===== config.mk =====
export PLATFORM = sky130hd
export DESIGN_NAME = spi_xfer_queue
export DESIGN_NICKNAME = d
export VERILOG_FILES = /design/src/rtl/spi_xfer_queue_pkg.sv /design/src/rtl/spi_xfer_queue_fifo.sv /design/src/rtl/spi_xfer_queue.sv
export SDC_FILE = /design/constraint.sdc
export NUM_CORES = 1
export LEC_CHECK = 0
export ABC_AREA = 1
export BUFFER_PORTS_ARGS = -buffer_cell sky130_fd_sc_hd__buf_2
export CORE_AREA = 2 2 138 113
export CTS_CLUSTER_SIZE = 16
export DETAILED_ROUTE_END_ITERATION = 10
export DIE_AREA = 0 0 140 115
export PLACE_DENSITY = 0.78
export SYNTH_ARGS = -nofsm -noshare
export SYNTH_HDL_FRONTEND = slang
export SYNTH_HIERARCHICAL = 1
export SYNTH_SLANG_ARGS = --single-unit

===== constraint.sdc =====
create_clock -name clk -period 2.2 [get_ports clk]
set_input_delay 0.22 -clock clk [delete_from_list [all_inputs] [get_ports clk]]
set_output_delay 0.22 -clock clk [all_outputs]
set_load 0.005 [all_outputs]

===== src/rtl/spi_xfer_queue_pkg.sv =====
// spi_xfer_pkg: shared FSM state, SPI mode encodings and byte width for the SPI transfer queue.
package spi_xfer_pkg;
    localparam int BYTE_W = 8;
    localparam logic [1:0] MODE0 = 2'd0;
    localparam logic [1:0] MODE1 = 2'd1;
    localparam logic [1:0] MODE2 = 2'd2;
    localparam logic [1:0] MODE3 = 2'd3;
    typedef enum logic [1:0] {IDLE, START, WAIT, HOLD} state_t;
endpackage


===== src/rtl/spi_xfer_queue_fifo.sv =====
// spi_sync_fifo: circular synchronous FIFO with an extra pointer bit so full and empty differ.
module spi_sync_fifo
    import spi_xfer_pkg::*;
#(
    parameter int W = BYTE_W,
    parameter int DEPTH = 8
) (
    input  logic                     clk,
    input  logic                     reset,
    input  logic                     push,
    input  logic [W-1:0]             wdata,
    input  logic                     pop,
    output logic [W-1:0]             rdata,
    output logic [$clog2(DEPTH):0]   level
);
    localparam int AW = $clog2(DEPTH);
    logic [W-1:0] mem [DEPTH];
    logic [AW:0] wp, rp;
    assign level = wp - rp;
    assign rdata = mem[rp[AW-1:0]];
    always_ff @(posedge clk) begin
        if (push) mem[wp[AW-1:0]] <= wdata;
    end
    always_ff @(posedge clk) begin
        if (!reset) begin
            wp <= '0;
            rp <= '0;
        end else begin
            if (push) wp <= wp + 1'b1;
            if (pop) rp <= rp + 1'b1;
        end
    end
endmodule


===== src/rtl/spi_xfer_queue.sv =====
// spi_xfer_queue: TX/RX byte queues feeding an SPI master engine with burst chip-select control.
// Optional WAIT watchdog enabled by defining SPI_XFER_TIMEOUT_EN.
module spi_xfer_queue
    import spi_xfer_pkg::*;
#(
    parameter int DEPTH = 8,
    parameter int CS_GAP = 2,
    parameter int TIMEOUT_CYCLES = 1024
) (
    input  logic                    clk,
    input  logic                    reset,
    input  logic                    enable,
    input  logic [1:0]              cfg_mode,
    input  logic [4:0]              cfg_clk_div,
    input  logic [BYTE_W-1:0]       tx_wdata,
    input  logic                    tx_wvalid,
    output logic                    tx_wready,
    output logic [BYTE_W-1:0]       rx_rdata,
    output logic                    rx_rvalid,
    input  logic                    rx_rready,
    output logic                    eng_start,
    output logic [BYTE_W-1:0]       eng_mosi_data,
    output logic [1:0]              eng_mode,
    output logic [4:0]              eng_clk_div,
    input  logic                    eng_done,
    input  logic [BYTE_W-1:0]       eng_miso_data,
    output logic                    ss_n,
    output logic [$clog2(DEPTH):0]  tx_level,
    output logic [$clog2(DEPTH):0]  rx_level,
    output logic                    err_timeout
);
    localparam int LW = $clog2(DEPTH) + 1;
    localparam int GW = $clog2(CS_GAP) + 1;
    state_t state;
    logic inflight, slot_free, launch, tx_pop, rx_push, timed_out;
    logic [BYTE_W-1:0] tx_rdata;
    logic [GW-1:0] gap;
    assign tx_wready = tx_level != LW'(DEPTH);
    assign rx_rvalid = rx_level != '0;
    // Reserve an RX slot for the byte in flight so a returned byte always has room.
    assign slot_free = (rx_level + LW'(inflight)) < LW'(DEPTH);
    assign launch = enable && tx_level != '0 && slot_free;
    assign tx_pop = launch && (state == IDLE || (state == WAIT && eng_done));
    assign rx_push = state == WAIT && eng_done;
    spi_sync_fifo #(.W(BYTE_W), .DEPTH(DEPTH)) u_tx (
        .clk(clk), .reset(reset), .push(tx_wvalid && tx_wready), .wdata(tx_wdata),
        .pop(tx_pop), .rdata(tx_rdata), .level(tx_level)
    );
    spi_sync_fifo #(.W(BYTE_W), .DEPTH(DEPTH)) u_rx (
        .clk(clk), .reset(reset), .push(rx_push), .wdata(eng_miso_data),
        .pop(rx_rvalid && rx_rready), .rdata(rx_rdata), .level(rx_level)
    );
    always_ff @(posedge clk) begin
        if (!reset) begin
            state <= IDLE;
            ss_n <= 1'b1;
            eng_start <= 1'b0;
            eng_mosi_data <= '0;
            eng_mode <= MODE0;
            eng_clk_div <= '0;
            inflight <= 1'b0;
            gap <= '0;
        end else begin
            eng_start <= tx_pop;
            if (tx_pop) begin
                eng_mosi_data <= tx_rdata;
                eng_mode <= cfg_mode;
                eng_clk_div <= cfg_clk_div;
                ss_n <= 1'b0;
                inflight <= 1'b1;
                state <= START;
            end else begin
                case (state)
                    START: state <= WAIT;
                    WAIT: if (eng_done || timed_out) begin
                        state <= HOLD;
                        gap <= GW'(CS_GAP - 1);
                        inflight <= 1'b0;
                    end
                    HOLD: if (gap == '0) begin
                        ss_n <= 1'b1;
                        state <= IDLE;
                    end else begin
                        gap <= gap - 1'b1;
                    end
                    default: ;
                endcase
            end
        end
    end
`ifdef SPI_XFER_TIMEOUT_EN
    localparam int TW = $clog2(TIMEOUT_CYCLES) + 1;
    logic [TW-1:0] wait_cnt;
    assign timed_out = state == WAIT && !eng_done && wait_cnt == TW'(TIMEOUT_CYCLES - 1);
    always_ff @(posedge clk) begin
        if (!reset) begin
            wait_cnt <= '0;
            err_timeout <= 1'b0;
        end else begin
            wait_cnt <= state == WAIT ? wait_cnt + 1'b1 : '0;
            if (timed_out) err_timeout <= 1'b1;
        end
    end
`else
    assign timed_out = 1'b0;
    assign err_timeout = 1'b0;
`endif
endmodule


==> qor.yml, run 1 <==
run_status: "finished with violations"
violations: "DRC, setup timing"
post-route-period-util: 1.090
crit_type: "flop to output pin"
finish.cell_count_without_fillers: 1157
synth_nets: 888
most_used_cells_in_the_layout_excluding_fill_and_tap_cells: "269 x nand2_1, 158 x inv_1, 128 x edfxtp_1"
grtUsageTotal: 0.2243
clk_pin_slew_ns: 0.07
cts-htree-levels: 4
fillers: 1097
final_cell_area_um2: 9578
worstReg2RegEnd: "state[1]$_SDFFE_PP0P_"
die_h_um: 115
crit_path_end: "rx_rvalid"
syn_avg_cell_area_um2: 9.324
post_drt_wl_per_cell_um: 15.19
fp-row-count: 40
drc_errors: 6
arrival_ns: 2.18
dp_hpwl_um: 10790
rsz0062_at_grt: "yes"
clock_tree.root_cell: "clkbuf_16"
finalHoldViolations: 0
worst_r2r_path_depth: 14
critical_path_peak_fanout: 2
post_synth_inst_count: 841
cp.required_ns: 1.98
routabilityCongestion: 0.7546
ys_async_rst_share: 0
tightest_slew_ns: 0.5273
ys_seq_area_frac: 0.6025
number_of_global_route_vias_before_repair: 5324
io_buffers: 63
relSlewSlack: 0.6480
synth_ff_type: "edfxtp_1"
cap_viol_max_count: 0
most_common_cell_after_layout_fill_and_taps_aside: "nand2_1"
clock_sinks: 172
worstHoldPathType: "input port to flop"
antenna_found_initial: 0
number_of_routed_nets_with_antenna_violations: 0
wl_um: 17570
cts_inserted_buffers: 17
layout_net_count: 1002
antenna_cells_inserted: 0
synthToLayoutAreaGrowth_pct: 22.15
timing_max_transition_violations_final: 0
critPathCaptureType: "output pin"
die_w_um: 140
grt_start_max_net_pins: 33
pwr_density_cell_nw_per_um2: 1198
setup_viol: 18
syn-cell-area_um2: 7841
p_total_uw: 11470
irDropWorstVdd_mv: 0.9388
yosys_warnings: 6
regToRegSetupSlack_ns: -0.08
synth-seq-cells: 172
critical_path.reg2reg.startpoint: "u_rx/wp[0]$_SDFFE_PN0P_"
cts_max_path_buffers: 2
origin_of_the_worst_setup_path: "u_rx/wp[0]$_SDFFE_PN0P_"
wire_length_of_the_first_global_routing_pass_um: 27410
place_inst: 1106
synth_enable_flop_cells: 128
clock_insertion_delay_worst_skew_ns: 0.43
postPlaceCellArea_um2: 8596
finalClockSkew_ns: 0.01235
dr.pass1.iters: 10
drive_gt1_frac: 0.2335
num_vias: 5758
grt_overflow_total: 0
die-area_um2: 16100
cts_tree: "yes"
detail_route.vias_per_cell: 4.977
detail_route.iter0.violations: 573
postLayoutCoreUtil: 0.6487
worst_slack_after_detailed_placement_ns: -0.1450
period_needed_ns: 2.399
fp.coreArea_um2: 14760
post_synth_num_cell_types: 32
cellLeakagePower_uw: 0.004411
fmax_mhz: 416.9
pin_count: 65
setup.worst_path.start_class: "flop"
setup_ws_ns: -0.1988
floorplan.initialDensity: 0.5311
==> synthesized netlist by cell type (7+ instances only) <==
library cell,instances,area (µm²)
buf_6,10,112.6
inv_1,162,608.1
o21ai_0,17,85.08
nand3_1,70,350.3
nand2_1,276,1036
buf_4,7,52.55
ha_1,16,200.2
a21oi_1,18,90.09
nor2_1,33,123.9
edfxtp_1,128,3844
nand2_2,23,143.9
dfxtp_1,44,880.8
==> sequential cells by signal, indices dropped and copies added (netlist names), 4 cells and up, named ones only <==
register and count:
u_rx/mem 64, u_tx/mem 64, eng_mosi_data 8, eng_clk_div 5, u_rx/rp 4, u_rx/wp 4
u_tx/rp 4, u_tx/wp 4
==> power by group <==
group          switching, µW  total, µW  internal, µW
clock                   1250       3030          1780
sequential               283       4180          3890
combinational           2530       4260          1740
==> stage by stage <==
step	hold slack (ns)	setup TNS, ns
global placement	0.4100	0
finish	0.01580	-0.6896
detailed placement	0.4126	-2.566
global route	0.01215	-3.027
floorplan	0.3189	-0.001180
CTS	0.001683	-1.060
==> repair_timing <==
action                                 in CTS  in global routing
gates resized for setup                    12                 41
pin swaps                                   5                 19
gates cloned                                0                  1
hold buffers                                6                  0
buffers inserted                            8                  5
setup endpoints to repair                  68                104
endpoints found under the hold margin       6                  0
==> worst max-delay path, cell delays in order, from the launching register on <==
cell	delay [ns]
dfxtp_2	0.33
inv_2	0.07
ha_4	0.14
inv_4	0.04
fa_2	0.36
xor2_2	0.16
or4_4	0.52
buf_6	0.13
==> cell type report <==
type                    instances  area [µm²]  share of cell area
flip-flops and latches        172        4736              0.4944
inverters                     167       641.9             0.06702
repair buffers                120       889.6             0.09288
clock inverters                15       172.7             0.01803
multi-input cells             477        2476              0.2585
clock buffers                  17       425.4             0.04442
well taps                     189       236.5             0.02469
==> kinds of logic (layout without fill, tap and decap cells) <==
logic type / Yosys count / in the layout / synth area share
other: 1 / 1 / 0.0004782
buffers and inverters: 192 / 319 / 0.1115
DFF: 172 / 172 / 0.6025
xor gates and xnor gates: 6 / 6 / 0.006702
and+or+nand+nor: 415 / 415 / 0.2242
adders and majority gates: 18 / 18 / 0.03064
AOI/OAI and AO/OA: 37 / 37 / 0.02393
==> worst min-delay path by stage <==
stage / slack [ns] / to / start / depth (start not counted)
floorplan: 0.32 / u_rx/mem[0][0]$_DFFE_PP_ / eng_miso_data[0] / 0
global placement: 0.41 / eng_clk_div[1]$_SDFFE_PN0P_ / cfg_clk_div[1] / 3
detailed placement: 0.41 / eng_clk_div[4]$_SDFFE_PN0P_ / cfg_clk_div[4] / 3
CTS: 0.002 / eng_clk_div[3]$_SDFFE_PN0P_ / cfg_clk_div[3] / 3
global route: 0.01 / eng_clk_div[3]$_SDFFE_PN0P_ / cfg_clk_div[3] / 3
finish: 0.02 / eng_clk_div[3]$_SDFFE_PN0P_ / cfg_clk_div[3] / 3
==> routing by layer <==
| layer | up-vias | GRT usage | wire length (µm) |
|---|---|---|---|
| met1 | 2654 | 0.3141 | 7915 |
| met2 | 228 | 0.3402 | 8104 |
| li1 | 2842 | - | - |
| met3 | 34 | 0.05331 | 1193 |
| met5 | - | 0 | 0 |
| met4 | 0 | 0.09562 | 361 |
Power figures use the tool's default switching activity.
==> inputs of run 2 (changes only) <==
--- a/config.mk
+++ b/config.mk
@@ -7,10 +7,10 @@
 export LEC_CHECK = 0
 export ABC_AREA = 1
 export BUFFER_PORTS_ARGS = -buffer_cell sky130_fd_sc_hd__buf_2
-export CORE_AREA = 2 2 138 113
+export CORE_AREA = 2 2 124 126
 export CTS_CLUSTER_SIZE = 16
 export DETAILED_ROUTE_END_ITERATION = 10
-export DIE_AREA = 0 0 140 115
+export DIE_AREA = 0 0 126 128
 export PLACE_DENSITY = 0.78
 export SYNTH_ARGS = -nofsm -noshare
 export SYNTH_HDL_FRONTEND = slang
==> run 2 against run 1 <==
  * The run still ends with DRC, setup timing left
  * Via count decreased by 1.2%
  * Register-to-register slack improved by 0.03 ns
  * Total power is 1.0% lower
  * First-iteration DRC count is 23% lower
  * Clock skew is 0.0053 ns lower
  * Combinational power is 3% higher
  * Count of clock-buffer cells in the layout rose by 2
  * Sequential share of layout area decreased by 0.16 points
  * Utilization shrank 0.29 points
  * Non-clock buffer count up 8
  * Critical endpoint unchanged
  * Largest power group unchanged
==> qor.yml, run 2 (synthesized netlist as in run 1, its figures left out) <==
wl_um: 16910  # -3.8%
global_route.usage.met2: 0.3716  # +0.03137
number_of_routed_nets_with_antenna_violations: 0  # unchanged
drc_errors: 1  # -5
synthToLayoutAreaGrowth_pct: 22.44
critical_path_peak_fanout: 2  # unchanged
sequentialPowerShare: 0.367  # +0.003
global_route.usage.met3: 0.04967  # -0.003645
cp.required_ns: 1.98  # about the same
most_used_cells_in_the_layout_excluding_fill_and_tap_cells: "268 x nand2_1, 157 x inv_1, 128 x edfxtp_1"
irDropWorstVdd_mv: 0.9029  # -3.8%
timing_max_transition_violations_final: 0  # unchanged
register_area_um2: 4732  # about the same
antenna_found_initial: 0  # unchanged
clock_sinks: 172  # unchanged
finalHoldViolations: 0  # unchanged
die_w_um: 126  # -10%
setup.worst_path.start_class: "flop"
critPathTopFamily: "adder cells"
relSlewSlack: 0.6359  # -0.01214
fp.coreArea_um2: 14860  # +0.68%
path_common_cell: "inv_2"
fmax_mhz: 429.5  # +3.0%
dp_hpwl_um: 10570  # -2.0%
worstPathCellList: "inv_2 -> ha_4 -> inv_2 -> fa_2 -> or4_4 -> buf_6"
clock_tree.root_cell: "clkbuf_16"
critPathBufInv: 3  # unchanged
final_cell_area_um2: 9600  # +0.24%
fillers: 1113  # +1.5%
cts_tree: "yes"
slowest_stage: "or4_4"
run_status: "finished with violations"
crit_type: "flop to output pin"
cellLeakagePower_uw: 0.004412  # about the same
finalClockSkew_ns: 0.007037  # -0.005313 ns
post-route-period-util: 1.058  # -0.03196
wire_length_of_the_first_global_routing_pass_um: 26610  # -2.9%
fp-row-count: 45  # +13%
tightest_slew_ns: 0.5454  # +0.01818 ns
floorplan.initialDensity: 0.5275  # -0.003576
multi_input_comb_area_um2: 2496  # +0.81%
worst_path_largest_cell_delay_ns: 0.53  # about the same
violations: "DRC, setup timing"
io_buffers: 63  # unchanged
combinationalPowerShare: 0.386  # +0.014
net_sw_power_uw: 4082  # +0.47%
most_common_cell_after_layout_fill_and_taps_aside: "nand2_1"
cts_max_path_buffers: 2  # unchanged
drive_gt1_frac: 0.2377  # +0.004234
globalRoute.busiestLayer: "met2"
cap_viol_max_count: 0  # unchanged
arrival_ns: 2.11  # -0.07 ns
worstHoldPathType: "input port to flop"
intPower_uw: 7277  # -1.8%
layout_net_count: 1010  # +0.80%
period_needed_ns: 2.329  # -0.07031 ns
die-area_um2: 16130  # +0.17%
grt_overflow_total: 0  # unchanged
power.clock.fraction: 0.248  # -0.016
cts-htree-levels: 4  # unchanged
clock_insertion_delay_worst_skew_ns: 0.43  # about the same
detail_route.vias_per_cell: 4.887  # -1.8%
grtUsageTotal: 0.2126  # -0.01168
setup_viol: 10  # -8
setup_ws_ns: -0.1285  # +0.07031 ns
fin_hold_ws_ns: 0.05803  # +0.04223 ns
cts_inserted_buffers: 17  # unchanged
grt_start_max_net_pins: 33  # unchanged
pin_count: 65  # unchanged
p_sw_frac: 0.3594  # +0.005248
grt_use_met1: 0.2593  # -0.05483
postPlaceCellArea_um2: 8640  # +0.51%
clk_pin_slew_ns: 0.07  # about the same
post_drt_wl_per_cell_um: 14.53  # -4.4%
die_h_um: 128  # +11%
routabilityCongestion: 0.8043  # +6.6%
pwr_density_cell_nw_per_um2: 1183  # -1.2%
rsz0062_at_grt: "yes"
critPathCaptureType: "output pin"
detail_route.iter0.violations: 443  # -23%
dr.pass1.iters: 10  # unchanged
antenna_cells_inserted: 0  # unchanged
num_vias: 5689  # -1.2%
number_of_global_route_vias_before_repair: 5657  # +6.3%
[run 2: cell types whose count changed in the layout (fill, tap and decap cells not counted), moves of 2 or more]
cell	before	now
buf_4	40	46
clkinvlp_4	3	6
clkinv_4	4	1
inv_6	1	3
nand2_2	27	29
clkbuf_1	0	2
inv_2	5	7
dfxtp_2	9	6
bufinv_16	3	1
o21ai_1	1	4
o21ai_2	5	2
buf_6	3	5
dfxtp_1	35	38
[run 2: timing repair]
item                       CTS  global route
hold endpoints to repair     7             0
gates resized for setup     16            43
pin swaps                    9            22
setup endpoints to repair   47            98
setup buffers                7             7
hold buffers                 7             0
[run 2: per-layer routing]
| metal | up-vias | wire, µm |
|---|---|---|
| met1 | 2627 | 7048 |
| met3 | 29 | 969 |
| li1 | 2854 | - |
| met4 | 0 | 280 |
| met2 | 179 | 8612 |
| met5 | - | 0 |
[run 2: power groups by stage]
stage	Sequential [µW]	Combinational [µW]	Clock, µW
finish	4170	4380	2810
global route	4200	4870	2970
CTS	4150	3980	2840
detailed placement	4210	3720	0
global placement	4190	3630	0
floorplan	4130	2660	0
[run 2: worst reg2reg max path, cell delays in order (launching register included)]
cell and delay [ns]:
dfxtp_1 0.34, inv_1 0.08, ha_1 0.33, a21oi_2 0.13
nand2_1 0.09, xor2_2 0.19, nor2_1 0.07, nand2_2 0.10
nand3_2 0.14, nor2_4 0.21, buf_12 0.14, nor2_4 0.04
buf_4 0.14, and2_1 0.15
[run 2: area by class of cell]
| cell class | instances | area share |
|---|---|---|
| flip-flops and latches | 172 | 0.4929 |
| multi-input cells | 477 | 0.2600 |
| repair buffers | 128 | 0.09814 |
| inverters | 167 | 0.06712 |
| clock buffers | 19 | 0.04509 |
| well taps | 188 | 0.02450 |
| clock inverters | 13 | 0.01225 |
[run 2: per-stage QoR]
stage | power [µW] | TNS (ns) | util | worst slack (ns) | cells
final | 11360 | -0.2604 | 0.6459 | -0.1285 | 1164
after global routing | 12050 | -3.226 | 0.6459 | -0.1974 | 1164
after CTS | 10970 | -0.1696 | 0.6329 | -0.1672 | 1157
after detailed placement | 7931 | -0.6285 | 0.5812 | -0.07806 | 1111
after global placement | 7827 | -0.02174 | 0.5812 | -0.02174 | 1111
after floorplan | 6789 | -0.001180 | - | -0.001180 | 841
[run 2: worst paths after layout]
kind	from	endpoint	slack, ns	depth (start not counted)
min reg2reg	eng_clk_div[0]$_SDFFE_PN0P_	eng_clk_div[0]$_SDFFE_PN0P_	0.45	2
max	u_rx/wp[0]$_SDFFE_PN0P_	rx_rvalid	-0.13	6
min	tx_wdata[3]	u_tx/mem[4][3]$_DFFE_PP_	0.06	1
max reg2reg	u_tx/rp[2]$_SDFFE_PN0P_	state[1]$_SDFFE_PP0P_	-0.05	13
==> inputs of run 3 (changes only) <==
--- a/config.mk
+++ b/config.mk
@@ -12,6 +12,7 @@
 export DETAILED_ROUTE_END_ITERATION = 10
 export DIE_AREA = 0 0 126 128
 export PLACE_DENSITY = 0.78
+export REMOVE_ABC_BUFFERS = 1
 export SYNTH_ARGS = -nofsm -noshare
 export SYNTH_HDL_FRONTEND = slang
 export SYNTH_HIERARCHICAL = 1
==> run 3 against run 2 <==
  * The flow finishes with violations (setup timing)
  * Combinational power decreased by 3%
  * Count of clock-buffer cells in the layout increased by 1
  * Sequential share of layout area increased by 0.66 points
  * Maximum frequency decreased by 2.5%
  * Highest routed layer is now met5
==> qor.yml, run 3 (synthesized netlist as in run 1, its figures left out) <==
die_h_um: 128  # unchanged
most_common_cell_after_layout_fill_and_taps_aside: "nand2_1"
worstPathCellList: "inv_2 -> ha_4 -> inv_2 -> fa_2 -> xor2_2 -> or4_4 -> buf_6"
finalClockSkew_ns: 0.01169  # +0.004653 ns
crit_type: "flop to output pin"
cts_tree: "yes"
critPathCaptureType: "output pin"
pin_count: 65  # unchanged
cts_max_path_buffers: 2  # unchanged
worst_slack_after_detailed_placement_ns: -0.1145  # -0.03641 ns
rsz0062_at_grt: "yes"
critical_path_peak_fanout: 3  # +1
critPathBufInv: 3  # unchanged
wire_length_of_the_first_global_routing_pass_um: 25950  # -2.5%
detail_route.iter0.violations: 341  # -23%
multi_input_comb_area_um2: 2444  # -2.1%
post-route-period-util: 1.086  # +0.02749
postLayoutCoreUtil: 0.6371  # -0.008754
critPathTopFamily: "adder cells"
grtUsageTotal: 0.2060  # -0.006651
finalHoldViolations: 0  # unchanged
clock_tree.root_cell: "clkbuf_16"
number_of_global_route_vias_before_repair: 5409  # -4.4%
fp.coreArea_um2: 14860  # unchanged
io_buffers: 63  # unchanged
drt-met1-wl_um: 7338  # +4.1%
intPower_uw: 7128  # -2.0%
cellLeakagePower_uw: 0.004410  # about the same
power.clock.fraction: 0.245  # -0.003
layout_net_count: 1008  # -0.20%
worstHoldPathType: "input port to flop"
setup.worst_path.start_class: "flop"
slowest_stage: "or4_4"
setup_ws_ns: -0.1890  # -0.06047 ns
post_drt_wl_per_cell_um: 14.46  # -0.48%
die_w_um: 126  # unchanged
clock_sinks: 172  # unchanged
synthToLayoutAreaGrowth_pct: 20.78
pwr_density_cell_nw_per_um2: 1173  # -0.85%
routabilityCongestion: 0.7942  # -1.3%
setup_viol: 23  # +13
cts-htree-levels: 4  # unchanged
fillers: 1119  # +0.54%
postPlaceCellArea_um2: 8517  # -1.4%
grt_start_max_net_pins: 33  # unchanged
final_cell_area_um2: 9470  # -1.4%
antenna_found_initial: 1  # +1
sequentialPowerShare: 0.372  # +0.005
run_status: "finished with violations"
dp_hpwl_um: 10410  # -1.5%
period_needed_ns: 2.389  # +0.06047 ns
detail_route.vias_per_cell: 4.926  # +0.79%
worst_path_largest_cell_delay_ns: 0.49  # -0.04 ns
antenna_cells_inserted: 0  # unchanged
timing_max_transition_violations_final: 0  # unchanged
clk_pin_slew_ns: 0.06  # about the same
number_of_routed_nets_with_antenna_violations: 0  # unchanged
clock_insertion_delay_worst_skew_ns: 0.42  # about the same
wl_um: 16800  # -0.65%
grt_overflow_total: 0  # unchanged
p_sw_frac: 0.3584  # -0.0009548
path_common_cell: "inv_2"
met2_wirelength_um: 8284  # -3.8%
register_area_um2: 4731  # about the same
num_vias: 5724  # +0.62%
violations: "setup timing"
dr.max_layer_used: "met5"
fp-row-count: 45  # unchanged
combinationalPowerShare: 0.383  # -0.003
dr.pass1.iters: 5  # -5
fin_hold_ws_ns: 0.06018  # +0.002154 ns
most_used_cells_in_the_layout_excluding_fill_and_tap_cells: "273 x nand2_1, 158 x inv_1, 128 x edfxtp_1"
fmax_mhz: 418.6  # -2.5%
floorplan.initialDensity: 0.5275  # unchanged
wl_met3_um: 829  # -14%
cts_inserted_buffers: 17  # unchanged
irDropWorstVdd_mv: 0.8178  # -9.4%
arrival_ns: 2.17  # +0.06 ns
drc_errors: 0  # -1
net_sw_power_uw: 3982  # -2.4%
die-area_um2: 16130  # unchanged
cp.required_ns: 1.98  # about the same
drive_gt1_frac: 0.2290  # -0.008752
cap_viol_max_count: 0  # unchanged
==> run 3: cell count changes in the layout (fill, tap and decap cells not counted), moves of 4 or more <==
cell / before / now
buf_12: 8 / 2
nand2_2: 29 / 23
buf_6: 5 / 10
nand2_1: 268 / 273
clkinvlp_4: 6 / 2
==> run 3: worst paths after layout <==
path,startpoint,cells past startpoint,to,slack [ns]
max reg2reg,u_rx/wp[0]$_SDFFE_PN0P_,13,state[1]$_SDFFE_PP0P_,-0.07
min,eng_miso_data[4],1,u_rx/mem[7][4]$_DFFE_PP_,0.06
min reg2reg,eng_clk_div[1]$_SDFFE_PN0P_,2,eng_clk_div[1]$_SDFFE_PN0P_,0.45
max,u_rx/wp[0]$_SDFFE_PN0P_,7,rx_rvalid,-0.19
==> run 3: area by class of cell <==
class,instances,area share
clock buffer,20,0.04717
multi-input combinational,477,0.2580
tap,188,0.02484
sequential,172,0.4995
clock inverter,12,0.009645
timing repair buffer,126,0.09275
inverter,167,0.06804
==> run 3: worst reg2reg max path: stages, from the launching register on <==
cell and delay (ns):
dfxtp_2 0.32, inv_2 0.07, ha_4 0.13, inv_2 0.04
fa_2 0.37, xor2_2 0.21, nand2_1 0.11, o21ai_2 0.15
nand2_2 0.10, nor2_4 0.20, buf_12 0.14, nor2_4 0.04
buf_12 0.14, and2_1 0.15
==> run 3: per-layer routing <==
layer  track usage  vias to the layer above
li1              -                     2856
met1        0.2640                     2665
met2        0.3501                      168
met3       0.04758                       33
met4       0.06464                        2
met5             0                        -
==> run 3: timing repair <==
action                     4_1_cts  5_1_grt
hold buffers                     7        0
gates resized for setup          8       66
gates cloned                     0        1
setup buffers                    1        7
setup endpoints to repair       73      102
pin swaps                        3       17
hold endpoints to repair         7        0
==> run 3: metrics by stage <==
stage               power [µW]  cells  TNS, ns
floorplan                 6345    816   -12.05
global placement          7753   1114  -0.5830
detailed placement        7857   1114   -2.699
CTS                      10650   1154   -1.282
global route             11810   1162   -5.626
finish                   11110   1162  -0.8732
==> run 3: power groups by stage <==
stage | sequential (µW) | clock, µW | combinational [µW]
2_1_floorplan | 4270 | 0 | 2070
3_3_place_gp | 4160 | 0 | 3590
3_5_place_dp | 4170 | 0 | 3680
4_1_cts | 4110 | 2760 | 3780
5_1_grt | 4170 | 2890 | 4750
6_report | 4140 | 2720 | 4250
